==> config.mk <==
export PLATFORM = sky130hd
export DESIGN_NAME = rgb_to_ycbcr
export DESIGN_NICKNAME = d
export VERILOG_FILES = /design/src/rtl/rgb_to_ycbcr.sv
export SDC_FILE = /design/constraint.sdc
export NUM_CORES = 2
export LEC_CHECK = 0
export BUFFER_PORTS_ARGS = -buffer_cell sky130_fd_sc_hd__buf_2
export CAP_MARGIN = 20
export CORE_AREA = 8 8 380 567
export DETAILED_ROUTE_END_ITERATION = 6
export DIE_AREA = 0 0 388 575
export PLACE_DENSITY_LB_ADDON = 0.2
export SLEW_MARGIN = 20
export SYNTH_ARGS = -nofsm -noshare
export SYNTH_HDL_FRONTEND = slang
export SYNTH_SLANG_ARGS = --single-unit
==> constraint.sdc <==
create_clock -name clk -period 8.4 [get_ports clk]
set_clock_uncertainty 0.05 [all_clocks]
set_input_delay 1.68 -clock clk [delete_from_list [all_inputs] [get_ports clk]]
set_output_delay 1.68 -clock clk [all_outputs]
set_load 0.1 [all_outputs]
==> src/rtl/rgb_to_ycbcr.sv <==
// rgb_to_ycbcr: pipelined RGB -> YCbCr converter with a runtime-programmable 3x3 Q5.10
// matrix and per-channel integer offsets. Latency is 4 clocks at full throughput.
//
// Build option: define RGB_TO_YCBCR_ROUND_EN for round-half-up before the >>>10.
// Leave it undefined for a plain arithmetic shift (floor). Latency is the same in both builds.
//
// Ports
//   clk, rst              clock; synchronous active-high reset
//   CI_A00..CI_A22        signed Q5.10 coefficients, row0->Y, row1->Cb, row2->Cr
//   CI_C0..CI_C2          signed integer offsets added to Y/Cb/Cr
//   r_i, g_i, b_i         unsigned input components
//   de_i, hs_i, vs_i      video syncs, delayed alongside the pixel
//   bypass_i              opaque sideband, delayed alongside the pixel
//   y_o, cb_o, cr_o       clamped unsigned output components
//   de_o, hs_o, vs_o      delayed syncs
//   bypass_o              delayed sideband
module rgb_to_ycbcr #(
    parameter int unsigned PIXEL_WIDTH  = 8,
    parameter int unsigned BYPASS_WIDTH = 8
) (
    input  logic                    clk,
    input  logic                    rst,
    input  logic [15:0]             CI_A00,
    input  logic [15:0]             CI_A01,
    input  logic [15:0]             CI_A02,
    input  logic [15:0]             CI_A10,
    input  logic [15:0]             CI_A11,
    input  logic [15:0]             CI_A12,
    input  logic [15:0]             CI_A20,
    input  logic [15:0]             CI_A21,
    input  logic [15:0]             CI_A22,
    input  logic [15:0]             CI_C0,
    input  logic [15:0]             CI_C1,
    input  logic [15:0]             CI_C2,
    input  logic [PIXEL_WIDTH-1:0]  r_i,
    input  logic [PIXEL_WIDTH-1:0]  g_i,
    input  logic [PIXEL_WIDTH-1:0]  b_i,
    input  logic                    de_i,
    input  logic                    hs_i,
    input  logic                    vs_i,
    input  logic [BYPASS_WIDTH-1:0] bypass_i,
    output logic [PIXEL_WIDTH-1:0]  y_o,
    output logic [PIXEL_WIDTH-1:0]  cb_o,
    output logic [PIXEL_WIDTH-1:0]  cr_o,
    output logic                    de_o,
    output logic                    hs_o,
    output logic                    vs_o,
    output logic [BYPASS_WIDTH-1:0] bypass_o
);

    localparam int unsigned ProdW = 17 + PIXEL_WIDTH;
    localparam int unsigned AccW  = ProdW + 2;
    localparam int unsigned ShW   = AccW - 10;
    localparam int unsigned ValW  = ((ShW > 16) ? ShW : 16) + 1;
    localparam int unsigned SideW = BYPASS_WIDTH + 3;

`ifdef RGB_TO_YCBCR_ROUND_EN
    localparam int RoundBias = 512;
`else
    localparam int RoundBias = 0;
`endif

    logic signed [15:0]          coef [3][3];
    logic signed [15:0]          off  [3];
    logic signed [PIXEL_WIDTH:0] pix  [3];

    logic signed [ProdW-1:0]     prod_d [3][3];
    logic signed [ProdW-1:0]     prod_q [3][3];
    logic signed [15:0]          off1_q [3];
    logic signed [15:0]          off2_q [3];
    logic signed [AccW-1:0]      acc_d  [3];
    logic signed [AccW-1:0]      acc_q  [3];
    logic signed [ValW-1:0]      val_d  [3];
    logic signed [ValW-1:0]      val_q  [3];
    logic [PIXEL_WIDTH-1:0]      out_d  [3];
    logic [PIXEL_WIDTH-1:0]      out_q  [3];
    // Tracks which stages hold real pixels, so reset bubbles reach the output as zeros
    // rather than as the bare offsets.
    logic                        v1_q, v2_q, v3_q;
    logic [SideW-1:0]            side_q [4];

    always_comb begin
        coef[0][0] = CI_A00;
        coef[0][1] = CI_A01;
        coef[0][2] = CI_A02;
        coef[1][0] = CI_A10;
        coef[1][1] = CI_A11;
        coef[1][2] = CI_A12;
        coef[2][0] = CI_A20;
        coef[2][1] = CI_A21;
        coef[2][2] = CI_A22;
        off[0]     = CI_C0;
        off[1]     = CI_C1;
        off[2]     = CI_C2;
        pix[0]     = {1'b0, r_i};
        pix[1]     = {1'b0, g_i};
        pix[2]     = {1'b0, b_i};
    end

    // S1: full-width signed products
    always_comb begin
        for (int k = 0; k < 3; k++) begin
            for (int j = 0; j < 3; j++) begin
                prod_d[k][j] = ProdW'(coef[k][j]) * ProdW'(pix[j]);
            end
        end
    end

    // S2: per-channel sums
    always_comb begin
        for (int k = 0; k < 3; k++) begin
            acc_d[k] = AccW'(prod_q[k][0]) + AccW'(prod_q[k][1]) + AccW'(prod_q[k][2]);
        end
    end

    // S3: optional rounding bias, arithmetic shift, offset
    always_comb begin
        logic signed [AccW-1:0] rnd;
        rnd = '0;
        for (int k = 0; k < 3; k++) begin
            rnd      = acc_q[k] + AccW'(RoundBias);
            val_d[k] = ValW'(rnd >>> 10) + ValW'(off2_q[k]);
        end
    end

    // S4: clamp to [0, 2**PIXEL_WIDTH-1]
    always_comb begin
        for (int k = 0; k < 3; k++) begin
            if (!v3_q || val_q[k][ValW-1]) begin
                out_d[k] = '0;
            end else if (|val_q[k][ValW-2:PIXEL_WIDTH]) begin
                out_d[k] = {PIXEL_WIDTH{1'b1}};
            end else begin
                out_d[k] = val_q[k][PIXEL_WIDTH-1:0];
            end
        end
    end

    always_ff @(posedge clk) begin
        if (rst) begin
            for (int k = 0; k < 3; k++) begin
                for (int j = 0; j < 3; j++) begin
                    prod_q[k][j] <= '0;
                end
                off1_q[k] <= '0;
                off2_q[k] <= '0;
                acc_q[k]  <= '0;
                val_q[k]  <= '0;
                out_q[k]  <= '0;
            end
            v1_q <= 1'b0;
            v2_q <= 1'b0;
            v3_q <= 1'b0;
            for (int i = 0; i < 4; i++) begin
                side_q[i] <= '0;
            end
        end else begin
            for (int k = 0; k < 3; k++) begin
                for (int j = 0; j < 3; j++) begin
                    prod_q[k][j] <= prod_d[k][j];
                end
                // Offsets travel with the pixel so a change only hits later pixels.
                off1_q[k] <= off[k];
                off2_q[k] <= off1_q[k];
                acc_q[k]  <= acc_d[k];
                val_q[k]  <= val_d[k];
                out_q[k]  <= out_d[k];
            end
            v1_q      <= 1'b1;
            v2_q      <= v1_q;
            v3_q      <= v2_q;
            side_q[0] <= {de_i, hs_i, vs_i, bypass_i};
            for (int i = 1; i < 4; i++) begin
                side_q[i] <= side_q[i-1];
            end
        end
    end

    assign y_o      = out_q[0];
    assign cb_o     = out_q[1];
    assign cr_o     = out_q[2];
    assign de_o     = side_q[3][SideW-1];
    assign hs_o     = side_q[3][SideW-2];
    assign vs_o     = side_q[3][SideW-3];
    assign bypass_o = side_q[3][BYPASS_WIDTH-1:0];

endmodule

# Yosys cells after proc, flatten, opt, wreduce, memory -nomap -nowiden
# Memories as Yosys holds them, arrays and structs flattened.
# Cells that the tools add are included.
op_classes:
  mux: 37
  bitwise: 28
  n_addsub: 9
  n_reduce_logical: 7
  n_mul: 9
op_table:
  columns: ["op", "n"]
  rows:
  - ["$mul 16x9->25", 9]
  - ["$mux 25", 9]
  - ["$mux 16", 6]
  - ["$add 26x25->27", 3]
  - ["$mux 27", 3]
  - ["$add 25x25->26", 3]
  - ["$mux 8", 9]
  - ["$add 17x16->18", 3]
  - ["$mux 18", 3]
  - ["$mux 11", 4]
  - ["$or 1x1->1", 28]
  - ["$reduce_or 9->1", 3]
  - ["$logic_or 1x1->1", 3]
  - ["$mux 1", 3]
  - ["$logic_not 1->1", 1]
word_totals:
  memories: 7
  input_bits: 229
  ram_bits: 524
  elab_cells: 100
  ff_bits: 3
memory_table:
  columns: ["name", "words", "word_bits", "rd", "rd_ports_with_merged_regs", "write_ports", "line_no", "source"]
  rows:
  - ["prod_q", 3, 75, 3, 0, 3, "68", "logic signed [ProdW-1:0] prod_q [3][3];"]
  - ["acc_q", 3, 27, 3, 0, 3, "72", "logic signed [AccW-1:0] acc_q [3];"]
  - ["val_q", 3, 18, 3, 0, 3, "74", "logic signed [ValW-1:0] val_q [3];"]
  - ["off1_q", 3, 16, 3, 0, 3, "69", "logic signed [15:0] off1_q [3];"]
  - ["off2_q", 3, 16, 3, 0, 3, "70", "logic signed [15:0] off2_q [3];"]
  - ["side_q", 4, 11, 4, 0, 4, "80", "logic [SideW-1:0] side_q [4];"]
  - ["1 more memories", null, null, null, null, null, null, null]

# Longest topological paths before layout
# An unclocked memory read counts as a cell.
depth:
  ltp_word: 5
  ltp_mapped: 21
  mapped_depth_nobuf: 18

# Least setup slack after synthesis
# No wires, ideal clock.
synth_timing:
  path_type: "in2reg"
  from: "in b_i[0]"
  to: "mem prod_q[0][22] in the netlist's numbering"
  arrival_time_ns: 6.287
  t_required_ns: 8.229
  slack_ns: 1.942
  setup_time_ns: 0.121
  stages: 18
  path_cell_list: "clkbuf_1 > clkbuf_1 > nand2_1 > fa_1 > inv_1 > fa_1 > fa_1 > inv_1 > fa_1 > inv_1 > ha_1 > a21oi_1 > o211ai_1 > a31o_2 > a31oi_1 > o21ai_0 > a21oi_1 > mux2_2"
synth_rtl:
  columns: ["item", "line_no", "source"]
  rows:
  - ["start, declared", "37", "input logic [PIXEL_WIDTH-1:0] b_i,"]
  - ["end, declared", "68", null]

==> impl_metrics.py <==
metrics = {
    "synthesis": {
        "synth_ff_type": "dfxtp_1",
        "netlist_instances": 6871,
        "ys_top_cells_by_area": "fa_1 (32%), dfxtp_1 (16%), ha_1 (12%)",
        "syn-cell-area_um2": 61650,
        "synth.largest_area_cell": "fa_1",
        "synth_edf_count": 0,
        "syn-num-nets": 8669,
        "synthArstFlopShare_pct": 0,
        "synth-seq-cells": 497,
        "synth_top_area_share_pct": 32.24,
        "yosysSeqAreaShare_pct": 16.14,
        "synth_cell_type_count": 88,
        "avgSynthCellArea_um2": 8.973,
        "yosys_warnings": 0,
    },
    "power_and_ir_drop": {
        "peakVddDrop_v": 0.0002291,
        "power_leakage_nw": 34.11,
        "total_power_mw": 23.52,
        "power_density_nw_per_um2": 347.0,
    },
    "cells_and_area": {
        "synthToLayoutAreaGrowth_pct": 9.946,
        "finalInstanceArea_um2": 67790,
        "utilization_pct": 32.71,
        "drive_gt1_share_pct": 6.148,
        "final_common_cell": "inv_1",
        "layout_common_cells": "inv_1 (1393), fa_1 (993), and2_1 (659)",
        "finalNonFillerCells": 9775,
        "nNetsFinal": 8811,
    },
    "timing": {
        "worst_pin_slew_ps": 1089,
        "finalHoldViolCount": 0,
        "finalCriticalPeriod_ps": 6575,
        "slew_viol_final": 0,
        "hold_ws_ps": 343.0,
        "max_freq_ghz": 0.1521,
        "setup_violations": 0,
        "grt_setup_unrepaired": "no",
        "fin_crit_sh_pct": 78.27,
        "layout_setup_ws_ps": 1825,
        "setup_tns_ps": 0,
        "maxSlewHeadroom_pct": 26.62,
    },
    "run": {
        "max_cap_viol_count": 0,
    },
    "worst_setup_path": {
        "cp.arrival_ps": 7060,
        "cp-end-kind": "flip-flop",
        "r2r_end": "acc_q[0][78]",
        "crit_fanout": 48,
        "reg2reg_from": "prod_q[0][193]",
        "reg2reg_depth": 8,
        "crit_type": "primary input to flip-flop",
        "startpoint_type": "primary input",
        "r2r_slack_ps": 4740,
        "worstPathRequired_ps": 8880,
    },
    "route": {
        "drcViolationCount": 0,
        "drt_iter0_drc": 1684,
        "wl_um": 183300,
        "postRouteAntennaNets": 0,
        "drt_pass1_iterations": 7,
        "wl_per_cell_um": 18.75,
        "dr_total_vias": 45230,
        "via_per_inst": 4.627,
    },
    "die": {
        "rows": 205,
        "die_x_um": 388,
        "io_pins": 264,
        "initial_core_util_pct": 29.75,
        "die_area_um2": 223100,
        "core_um2": 207200,
        "die-height_um": 575,
    },
    "global_route": {
        "gr-total-overflow": 0,
        "grt_use_total_pct": 16.39,
        "grt_max_degree": 193,
        "grt_first_pass_wirelength_um": 287600,
        "grt_pass1_vias": 49660,
        "antenna_found_initial": 63,
    },
    "clock_tree": {
        "ctsHoldBuffers": 0,
        "numCtsBuffers": 55,
        "cts_sinks": 497,
        "cts_tree": "built",
        "post_cts_resize_count": 0,
        "clk_pin_slew_ps": 60,
        "cts_root_buf": "clkbuf_16",
        "insertion_delay_ps": 690,
        "cts_max_level": 2,
        "cts_setup_buffers": 0,
        "cts_buffer_depth": 3,
    },
    "status": {
        "outcome": "finished, final reports clean",
    },
    "hold_path": {
        "hold_end": "side_q[0][22]",
        "min_from": "side_q[0][11]",
        "min_path_cells": 1,
        "hold_class": "flip-flop to flip-flop",
    },
    "placement": {
        "dp_slack_ps": 1135,
        "port_buffers": 263,
        "placed_cell_area_um2": 65770,
        "place_inst": 9647,
        "gp_congestion": 0.8514,
        "hpwlAfterDp_um": 153800,
    },
}
layer usage:
| layer | global-route usage [%] | share of wire [%] | vias up | wire, um |
|---|---|---|---|---|
| li1 | - | - | 21540 | - |
| met1 | 18.96 | 40 | 22680 | 73380 |
| met2 | 30.93 | 52 | 745 | 95660 |
| met3 | 2.285 | 4.2 | 230 | 7741 |
| met4 | 5.202 | 3.4 | 34 | 6311 |
| met5 | 0 | 0.11 | - | 202 |
report_power, final:
group / leakage (nW) / internal (mW) / switching (mW)
Combinational: 29.0 / 6.84 / 10.4
Sequential: 4.12 / 3.05 / 0.640
Clock: 0.945 / 1.49 / 1.11
Total: 34.1 / 11.4 / 12.1
final cells by class:
type	instances	area, um2
clock inverters	35	479.2
clock buffers	68	1475
repair buffers	292	1556
inverters	1394	5233
well taps	2691	3367
flip-flops and latches	497	9950
multi-input cells	4773	45660
diodes	25	62.56
fillers	21850	139500
Yosys cell counts, types with 19 or more instances:
cell type  number
nand4_1        29
o21bai_1       30
nor3b_1        19
nand2_1       639
a21oi_1       224
clkbuf_1      188
o211ai_1       27
o21ai_1        22
nor3_1         70
nand2b_1       22
dfxtp_1       497
o21ai_0       121
xor2_1         92
xnor2_1       125
nor2b_1       228
and3_1         32
inv_1        1393
and2_1        659
a211oi_1       39
nand3_1        49
a31oi_1        29
o21a_1         70
nor2_1        321
a21o_1        119
fa_1          993
ha_1          576
how the worst max path moves through the flow:
stage                     startpoint             end  slack (ps)  cells after the start
after floorplan               b_i[0]   prod_q[0][22]        1940                     18
after global placement        b_i[1]   prod_q[0][22]        1190                     17
after detailed placement      b_i[1]   prod_q[0][22]        1140                     17
after CTS                     b_i[1]   prod_q[0][22]        1830                     17
after global routing          b_i[0]  prod_q[0][170]        1550                     18
final                         b_i[1]   prod_q[0][22]        1830                     17
kinds of logic (layout without fill, tap and decap cells):
family | Yosys count | after routing | share of synthesized area, %
XOR/XNOR | 217 | 217 | 3.083
other | 0 | 25 | 0
adder cells (fa/ha/maj) | 1569 | 1569 | 43.93
flip-flops | 497 | 497 | 16.14
multiplexers | 22 | 22 | 0.3876
AND/OR/NAND/NOR | 2143 | 2143 | 17.78
AO/OA/AOI/OAI | 822 | 822 | 8.881
buffers and inverters | 1601 | 1789 | 9.798
sequential cells by signal, indices dropped and copies added (netlist names):
register,flops
v2_q,1
off1_q,48
val_q,54
v3_q,1
out_q,24
acc_q,51
v1_q,1
side_q,44
prod_q,225
off2_q,48
critical path: stages:
cell and delay, ps:
buf_2 790, nand2_1 170, fa_1 550, inv_1 60
fa_1 480, fa_1 560, inv_1 50, fa_1 470
inv_1 40, ha_1 320, a21oi_1 270, o211ai_1 160
a31o_2 280, a31oi_1 450, o21ai_0 170, a21oi_1 180
mux2_2 350
Note: power is estimated with default switching activity, not from simulation.
